==> config.mk <==
export PLATFORM = sky130hd
export DESIGN_NAME = reg_file_mp
export DESIGN_NICKNAME = d
export VERILOG_FILES = /design/src/rtl/reg_file_pkg.sv /design/src/rtl/reg_file_rd_stage.sv /design/src/rtl/reg_file_mp.sv
export SDC_FILE = /design/constraint.sdc
export NUM_CORES = 1
export LEC_CHECK = 0
export ABC_AREA = 1
export CORE_UTILIZATION = 36
export CTS_BUF_LIST = sky130_fd_sc_hd__clkbuf_8 sky130_fd_sc_hd__clkbuf_16
export DETAILED_ROUTE_END_ITERATION = 6
export HOLD_SLACK_MARGIN = 0.05
export SLEW_MARGIN = 30
export SYNTH_ARGS = -nofsm -noshare
export SYNTH_HDL_FRONTEND = slang
export SYNTH_HIERARCHICAL = 1
export SYNTH_SLANG_ARGS = --single-unit
==> constraint.sdc <==
create_clock -name CLK -period 1.15 [get_ports CLK]
set_input_delay 0.1725 -clock CLK [delete_from_list [all_inputs] [get_ports CLK]]
set_output_delay 0.1725 -clock CLK [all_outputs]
set_load 0.01 [all_outputs]
==> src/rtl/reg_file_pkg.sv <==
// reg_file_pkg: shared constants and helpers for reg_file_mp.
// Reset values, per-index reset lookup and parity used by REGFILE_PARITY_EN.
package reg_file_pkg;

  localparam logic [7:0] REG2_RST = 8'h81;
  localparam logic [7:0] REG3_RST = 8'h20;

  function automatic logic [7:0] rst_val(input int idx);
    logic [7:0] v;
    v = 8'h00;
    case (idx)
      2:       v = REG2_RST;
      3:       v = REG3_RST;
      default: v = 8'h00;
    endcase
    return v;
  endfunction

  // Zero-extended inputs leave even parity unchanged.
  function automatic logic parity(input logic [255:0] d);
    return ^d;
  endfunction

endpackage

==> src/rtl/reg_file_rd_stage.sv <==
// reg_file_rd_stage: one {valid, err, data} read pipeline register.
// Asynchronous active-low reset clears the in-flight result.
module reg_file_rd_stage #(
  parameter int DATA_W = 8
) (
  input  logic              CLK,
  input  logic              RST,
  input  logic              v_i,
  input  logic              e_i,
  input  logic [DATA_W-1:0] d_i,
  output logic              v_o,
  output logic              e_o,
  output logic [DATA_W-1:0] d_o
);

  logic              v_q;
  logic              e_q;
  logic [DATA_W-1:0] d_q;

  always_ff @(posedge CLK or negedge RST) begin
    if (!RST) begin
      v_q <= 1'b0;
      e_q <= 1'b0;
      d_q <= '0;
    end else begin
      v_q <= v_i;
      e_q <= e_i;
      d_q <= d_i;
    end
  end

  assign v_o = v_q;
  assign e_o = e_q;
  assign d_o = d_q;

endmodule

==> src/rtl/reg_file_mp.sv <==
// reg_file_mp: parametrised register file, one read + one write per cycle.
// Write-first bypass; REGFILE_PARITY_EN adds per-entry parity and ErrInj.
module reg_file_mp
  import reg_file_pkg::*;
#(
  parameter int DATA_W  = 8,
  parameter int DEPTH   = 16,
  parameter int ADDR_W  = 4,
  parameter int EXP_N   = 4,
  parameter int RD_PIPE = 0
) (
  input  logic                    CLK,
  input  logic                    RST,
  input  logic                    WrEn,
  input  logic [ADDR_W-1:0]       WrAddr,
  input  logic [DATA_W-1:0]       WrData,
  input  logic                    RdEn,
  input  logic [ADDR_W-1:0]       RdAddr,
`ifdef REGFILE_PARITY_EN
  input  logic                    ErrInj,
`endif
  output logic [DATA_W-1:0]       RdData,
  output logic                    RdData_Valid,
  output logic                    RdErr,
  output logic [EXP_N*DATA_W-1:0] RegOut
);

  localparam logic [ADDR_W:0] DEPTH_L = (ADDR_W+1)'(DEPTH);

  logic [DATA_W-1:0] mem_q [DEPTH];
  logic [DATA_W-1:0] rd_mem;
  logic              wr_ok;
  logic              rd_ok;
  logic              byp;
  logic              perr;

  assign wr_ok = WrEn && ({1'b0, WrAddr} < DEPTH_L);
  assign rd_ok = {1'b0, RdAddr} < DEPTH_L;
  assign byp   = wr_ok && (WrAddr == RdAddr);

  always_ff @(posedge CLK or negedge RST) begin
    if (!RST) begin
      for (int i = 0; i < DEPTH; i++)
        mem_q[i] <= DATA_W'(rst_val(i));
    end else begin
      for (int i = 0; i < DEPTH; i++)
        if (wr_ok && (WrAddr == ADDR_W'(i)))
          mem_q[i] <= WrData;
    end
  end

  always_comb begin
    rd_mem = '0;
    for (int i = 0; i < DEPTH; i++)
      if (RdAddr == ADDR_W'(i))
        rd_mem = mem_q[i];
  end

`ifdef REGFILE_PARITY_EN
  logic [DEPTH-1:0] par_q;
  logic             rd_par;

  always_ff @(posedge CLK or negedge RST) begin
    if (!RST) begin
      for (int i = 0; i < DEPTH; i++)
        par_q[i] <= parity(256'(DATA_W'(rst_val(i))));
    end else begin
      for (int i = 0; i < DEPTH; i++)
        if (wr_ok && (WrAddr == ADDR_W'(i)))
          par_q[i] <= parity(256'(WrData)) ^ ErrInj;
    end
  end

  always_comb begin
    rd_par = 1'b0;
    for (int i = 0; i < DEPTH; i++)
      if (RdAddr == ADDR_W'(i))
        rd_par = par_q[i];
  end

  assign perr = rd_par ^ parity(256'(rd_mem));
`else
  assign perr = 1'b0;
`endif

  logic              cap_v_q, cap_v_d;
  logic              cap_e_q, cap_e_d;
  logic [DATA_W-1:0] cap_d_q, cap_d_d;

  // Bypass data is chosen here, so later writes cannot touch it.
  always_comb begin
    cap_v_d = RdEn;
    cap_e_d = 1'b0;
    cap_d_d = '0;
    if (RdEn) begin
      if (!rd_ok) begin
        cap_e_d = 1'b1;
      end else if (byp) begin
        cap_d_d = WrData;
      end else begin
        cap_d_d = rd_mem;
        cap_e_d = perr;
      end
    end
  end

  always_ff @(posedge CLK or negedge RST) begin
    if (!RST) begin
      cap_v_q <= 1'b0;
      cap_e_q <= 1'b0;
      cap_d_q <= '0;
    end else begin
      cap_v_q <= cap_v_d;
      cap_e_q <= cap_e_d;
      cap_d_q <= cap_d_d;
    end
  end

  logic [RD_PIPE:0]  v_c;
  logic [RD_PIPE:0]  e_c;
  logic [DATA_W-1:0] d_c [RD_PIPE+1];

  assign v_c[0] = cap_v_q;
  assign e_c[0] = cap_e_q;
  assign d_c[0] = cap_d_q;

  for (genvar g = 0; g < RD_PIPE; g++) begin : g_pipe
    reg_file_rd_stage #(
      .DATA_W(DATA_W)
    ) u_stage (
      .CLK(CLK),
      .RST(RST),
      .v_i(v_c[g]),
      .e_i(e_c[g]),
      .d_i(d_c[g]),
      .v_o(v_c[g+1]),
      .e_o(e_c[g+1]),
      .d_o(d_c[g+1])
    );
  end

  assign RdData_Valid = v_c[RD_PIPE];
  assign RdErr        = e_c[RD_PIPE];
  assign RdData       = d_c[RD_PIPE];

  for (genvar g = 0; g < EXP_N; g++) begin : g_exp
    assign RegOut[g*DATA_W +: DATA_W] = mem_q[g];
  end

endmodule

## After elaboration in Yosys (flattened, before gate mapping)

Index checks and enable logic that the tools add are counted.

| operators by class | value |
|---|---|
| mux-type cells | 18 |
| equality and inequality tests | 31 |
| reduce and logical (&&, ||, !) cells | 19 |

Operators with widths:

| cell | count |
|---|---|
| 8-bit 2-to-1 mux | 18 |
| 4-bit equality test (second input constant) | 16 |
| 4-bit by 3-bit equality test with 1-bit output (second input constant) | 8 |
| 1-bit logical AND | 17 |
| 4-bit by 2-bit equality test with 1-bit output (second input constant) | 4 |
| 4-bit by 1-bit equality test with 1-bit output (second input constant) | 2 |
| 4-bit logical NOT | 2 |
| 4-bit equality test | 1 |

| word-level totals | value |
|---|---|
| word-level logic and storage cells | 86 |
| output and inout bits | 42 |
| bits in registers | 137 |
| input port bits | 20 |

## Depth between registers and ports, before layout

| logic depth | value |
|---|---|
| depth after elaboration | 19 |
| gate-level depth with buffers | 15 |
| depth with buffers taken out | 15 |

## Least setup slack after synthesis

No wires, ideal clock.

| timing path | value |
|---|---|
| path kind | in2reg |
| from | input RdAddr[0] |
| to | register cap_d_q[2], in the netlist RdData[2] |
| required time | 1.029 ns |
| library setup time | 0.121 ns |
| arrival time | 1.280 ns |
| path slack | -0.251 ns |
| path buffers | 0 |
| stages on the path | 9 |
| cell sequence | nor2_1 nand2_1 or2_2 nand2_1 nand3_1 nand2_1 nand4_1 nor2_1 nor2_1 |

| between the ends | value |
|---|---|
| word-level cells in the longest chain between the ends | 19 |
| elaborated cells on any way between the ends | 36 |
| those cells by class | 16 x eq/ne; 18 x mux; 2 x reduce/logical |

RTL lines:

| element | line | text |
|---|---|---|
| from (decl) | reg_file_mp.sv:18 | `input logic [ADDR_W-1:0] RdAddr,` |
| 4-bit logical NOT | reg_file_mp.sv:55 | `if (RdAddr == ADDR_W'(i))` |
| 8-bit 2-to-1 mux (16 in series) | reg_file_mp.sv:55 |  |
| 8-bit 2-to-1 mux (*) | reg_file_mp.sv:98 | `end else if (byp) begin` |
| 8-bit 2-to-1 mux (*) | reg_file_mp.sv:95 | `if (RdEn) begin` |
| via cap_d_d[2] | reg_file_mp.sv:88 | `logic [DATA_W-1:0] cap_d_q, cap_d_d;` |
| to (signal assigned) | reg_file_mp.sv:115 | `cap_d_q <= cap_d_d;` |
| to (decl) | reg_file_mp.sv:88 |  |

The timed path passes the listed nets; every way through them passes the cells marked *.
A chain may end at the register's enable or synchronous reset.

## Worst setup path in the final report

| timing path | value |
|---|---|
| from | register mem_q, in the netlist RegOut[2] |
| to | register cap_d_q[2], in the netlist RdData[2] |

| between the ends | value |
|---|---|
| word-level cells in the longest chain between the ends | 18 |

RTL lines:

| element | line | text |
|---|---|---|
| from (decl) | reg_file_mp.sv:30 | `logic [DATA_W-1:0] mem_q [DEPTH];` |
| from (signal, indexed assignment) | reg_file_mp.sv:44 | `mem_q[i] <= DATA_W'(rst_val(i));` |
| from (signal, indexed assignment) | reg_file_mp.sv:48 | `mem_q[i] <= WrData;` |
| 8-bit 2-to-1 mux (16 in series) | reg_file_mp.sv:55 |  |
| 8-bit 2-to-1 mux | reg_file_mp.sv:98 |  |
| 8-bit 2-to-1 mux | reg_file_mp.sv:95 |  |
| via cap_d_d[2] | reg_file_mp.sv:88 |  |

The timed path passes the listed nets, and every way through them passes these cells.

==> results.json <==
{
  "status": "finished, violations left",
  "violations": "negative setup slack",
  "ys_top_cells_by_count": "243 x nand2_1, 145 x o21ai_0, 134 x dfrtp_1",
  "path_max_fanout": 2,
  "insertion_delay_ns": 0.43,
  "synth_compound_area_share_pct": 12.75,
  "cts_tree": "built",
  "synth_top_family_by_area": "simple AND/OR/NAND/NOR gates",
  "tns_ns": -5.786,
  "synth_warnings": 6,
  "antenna_cells": 0,
  "arrival_ns": 1.91,
  "synth_cells": 811,
  "die_area_sq_mm": 0.01862,
  "p_sw_uw": 4348,
  "pwr-share-comb_pct": 21.9,
  "synth.distinct_cells": 25,
  "wirelength_mm": 19.68,
  "htree_levels": 4,
  "root_buffer": "clkbuf_16",
  "intPower_uw": 10810,
  "vias_per_cell": 4.850,
  "crit_type": "reg -> reg",
  "gp_congestion": 0.9147,
  "antenna_found_initial": 1,
  "io_buffers": 60,
  "grt_overflow": 0,
  "synth_top_cell_area_share_pct": 51.53,
  "seq_power_share_pct": 42.1,
  "min_period_ns": 1.600,
  "area_growth_syn_to_layout_pct": 38.51,
  "numCtsBuffers": 17,
  "clockBufferDepth": 2,
  "final-max-slew-violation-count": 0,
  "setup_viol": 37,
  "fmax_mhz": 625.1,
  "fp-row-count": 48,
  "power.leakage_uw": 0.004354,
  "drive_gt1_share_pct": 27.41,
  "crit_path_start_kind": "flip-flop",
  "fin_area_sq_mm": 0.009014,
  "vias": 5815,
  "synth-simple-area-share_pct": 24.46,
  "clkTransAtPathRegs_ns": 0.06,
  "routedWlPerCell_microns": 16.41,
  "clkPwrFrac_pct": 36.0,
  "finalHoldViolCount": 0,
  "start_util_pct": 37.24,
  "muxShareOfSynthArea_pct": 0,
  "async_reset_ff_share_pct": 100.0,
  "grt_pass1_wl_mm": 31.08,
  "synth.most_common_cell": "nand2_1",
  "power_switching_share_pct": 28.68,
  "r2r_cells": 13,
  "fillCellCount": 1614,
  "grt_pass1_vias": 5790,
  "yosys.area_share.adder_pct": 0,
  "cts.sinks": 137,
  "core_sq_mm": 0.01748,
  "grt_util_all_layers_pct": 22.77,
  "drc": 0,
  "hpwl_mm": 13.72,
  "setup_ws_ns": -0.4497,
  "synth_edf_count": 0,
  "hold_class": "in -> async",
  "synth_area_sq_mm": 0.006507,
  "route.antenna.remaining_nets": 0,
  "synthesis.nets": 831,
  "placed_cell_area_sq_mm": 0.008110,
  "die_w_microns": 136.5,
  "cp-end-kind": "flip-flop",
  "cp.required_ns": 1.46,
  "synthFlopType": "dfrtp_1",
  "rsz0062_at_grt": "true",
  "power_density_mw_per_mm2": 1682,
  "peakVddDrop_mv": 1.424,
  "dr.pass1.iters": 5,
  "yosysSeqAreaShare_pct": 52.74,
  "finalCritPeriodShare_pct": 139.1,
  "grt_max_degree": 47,
  "synth_xor_area_share_pct": 0,
  "yosys-top-cells-area": "dfrtp_1 52%, nand2_1 14%, o21ai_0 11%, inv_1 4.2%, buf_4 3.8%",
  "layout.nets": 981,
  "drt_iter0_drc": 393,
  "avgSynthCellArea_sq_um": 8.024,
  "worst_clock_skew_ns": 0.01131,
  "total_power_uw": 15160,
  "ys_seq_elements": 137,
  "die_h_microns": 136.5,
  "drv_cap": 0,
  "io_pins": 62,
  "post-synth-top-area-cell": "dfrtp_1"
}
==> power by group through the flow <==
stage | logic, uW | clock network (uW) | registers (uW)
after floorplan | 1580 | 0 | 6300
after global placement | 2900 | 0 | 6390
after detailed placement | 2960 | 0 | 6410
after CTS | 3270 | 5530 | 6370
after global routing | 3690 | 5740 | 6490
final | 3320 | 5460 | 6380
==> logic make-up after synthesis <==
logic type / after synthesis
buffers and inverters: 138
flip-flops: 137
AO/OA/AOI/OAI: 164
other: 1
AND/OR/NAND/NOR: 371
==> metrics by stage <==
step                instances  hold WS (ns)  util [%]  setup slack (ns)
floorplan                 811       -0.1231         -           -0.2089
global placement         1152       0.04443     46.41            -1.311
detailed placement       1152       0.04707     46.41            -1.292
CTS                      1195        0.1597     51.14           -0.4489
global route             1199        0.1852     51.58           -0.5440
finish                   1199        0.1655     51.58           -0.4497
==> cell usage in the layout (no fill, tap or decap), types with 2 or more instances in the layout <==
master | netlist | layout
a21oi_1 | 15 | 13
a21oi_2 | 0 | 2
buf_12 | 0 | 13
buf_2 | 1 | 9
buf_4 | 33 | 83
buf_6 | 1 | 67
bufinv_16 | 0 | 2
clkbuf_16 | 0 | 17
clkbuf_2 | 0 | 2
clkdlybuf4s15_2 | 0 | 3
clkdlybuf4s50_1 | 0 | 9
clkinv_2 | 0 | 4
clkinv_4 | 0 | 2
clkinvlp_4 | 0 | 2
dfrtp_1 | 134 | 134
dfstp_2 | 3 | 3
dlygate4sd2_1 | 0 | 4
inv_1 | 72 | 71
inv_2 | 6 | 6
inv_6 | 0 | 3
nand2_1 | 243 | 232
nand2_2 | 1 | 11
nand3_1 | 31 | 27
nand3_2 | 0 | 4
nand4_1 | 21 | 21
nor2_1 | 43 | 33
nor2_2 | 2 | 10
nor2_4 | 6 | 8
nor3_4 | 0 | 3
o21ai_0 | 145 | 143
o21ai_1 | 0 | 2
o22ai_1 | 2 | 2
or2_0 | 6 | 6
or2_1 | 5 | 5
or2_2 | 9 | 9
==> routing by layer <==
| layer | global-route usage [%] | wire length (microns) | share of wire [%] |
|---|---|---|---|
| met2 | 37.14 | 9484 | 48 |
| met4 | 7.407 | 420 | 2.1 |
| met1 | 29.58 | 8917 | 45 |
| met3 | 5.444 | 852 | 4.3 |
| met5 | 0 | 0 | 0 |
==> area by class of cell <==
type | count | area (sq um) | area share (%)
Inverter | 78 | 299.0 | 3.318
Tap cell | 225 | 281.5 | 3.123
Timing Repair Buffer | 191 | 1862 | 20.66
Clock inverter | 14 | 146.4 | 1.624
Clock buffer | 18 | 439.2 | 4.872
Sequential cell | 137 | 3432 | 38.08
Multi-Input combinational cell | 536 | 2554 | 28.33
==> critical path, stage by stage, from the launching register on <==
cell,delay (ns)
dfrtp_1,0.40
buf_6,0.13
nand3_2,0.07
nand3_2,0.08
nand2_2,0.08
nand2_2,0.05
nand2_1,0.05
nand4_1,0.13
nand2_1,0.11
nand3_2,0.08
nand2_2,0.07
nand4_1,0.09
nor2_1,0.11
nor2_1,0.05
==> worst paths after layout <==
| check | startpoint | endpoint | slack [ns] |
|---|---|---|---|
| max | RegOut[2] | RdData[2] | -0.45 |
| max in group asynchronous | RST | mem_q[37] | 0.46 |
| max reg2reg | RegOut[2] | RdData[2] | -0.45 |
| min | RST | RegOut[22] | 0.17 |
| min reg2reg | mem_q[75] | mem_q[75] | 0.48 |
| min in group CLK | RdEn | RdData_Valid | 0.39 |
==> timing repair <==
action / CTS / global route
hold buffers: 1 / 0
endpoints found under the hold margin: 137 / 0
setup buffers: 17 / 11
setup endpoints to repair: 177 / 59
gates resized for setup: 260 / 24
pin swaps: 6 / 1
==> sequential cells by signal, indices dropped and copies added, names as in the netlist <==
name	count
RegOut	32
RdData	8
RdData_Valid	1
mem_q	96
Note: power is estimated with default switching activity, not from simulation.
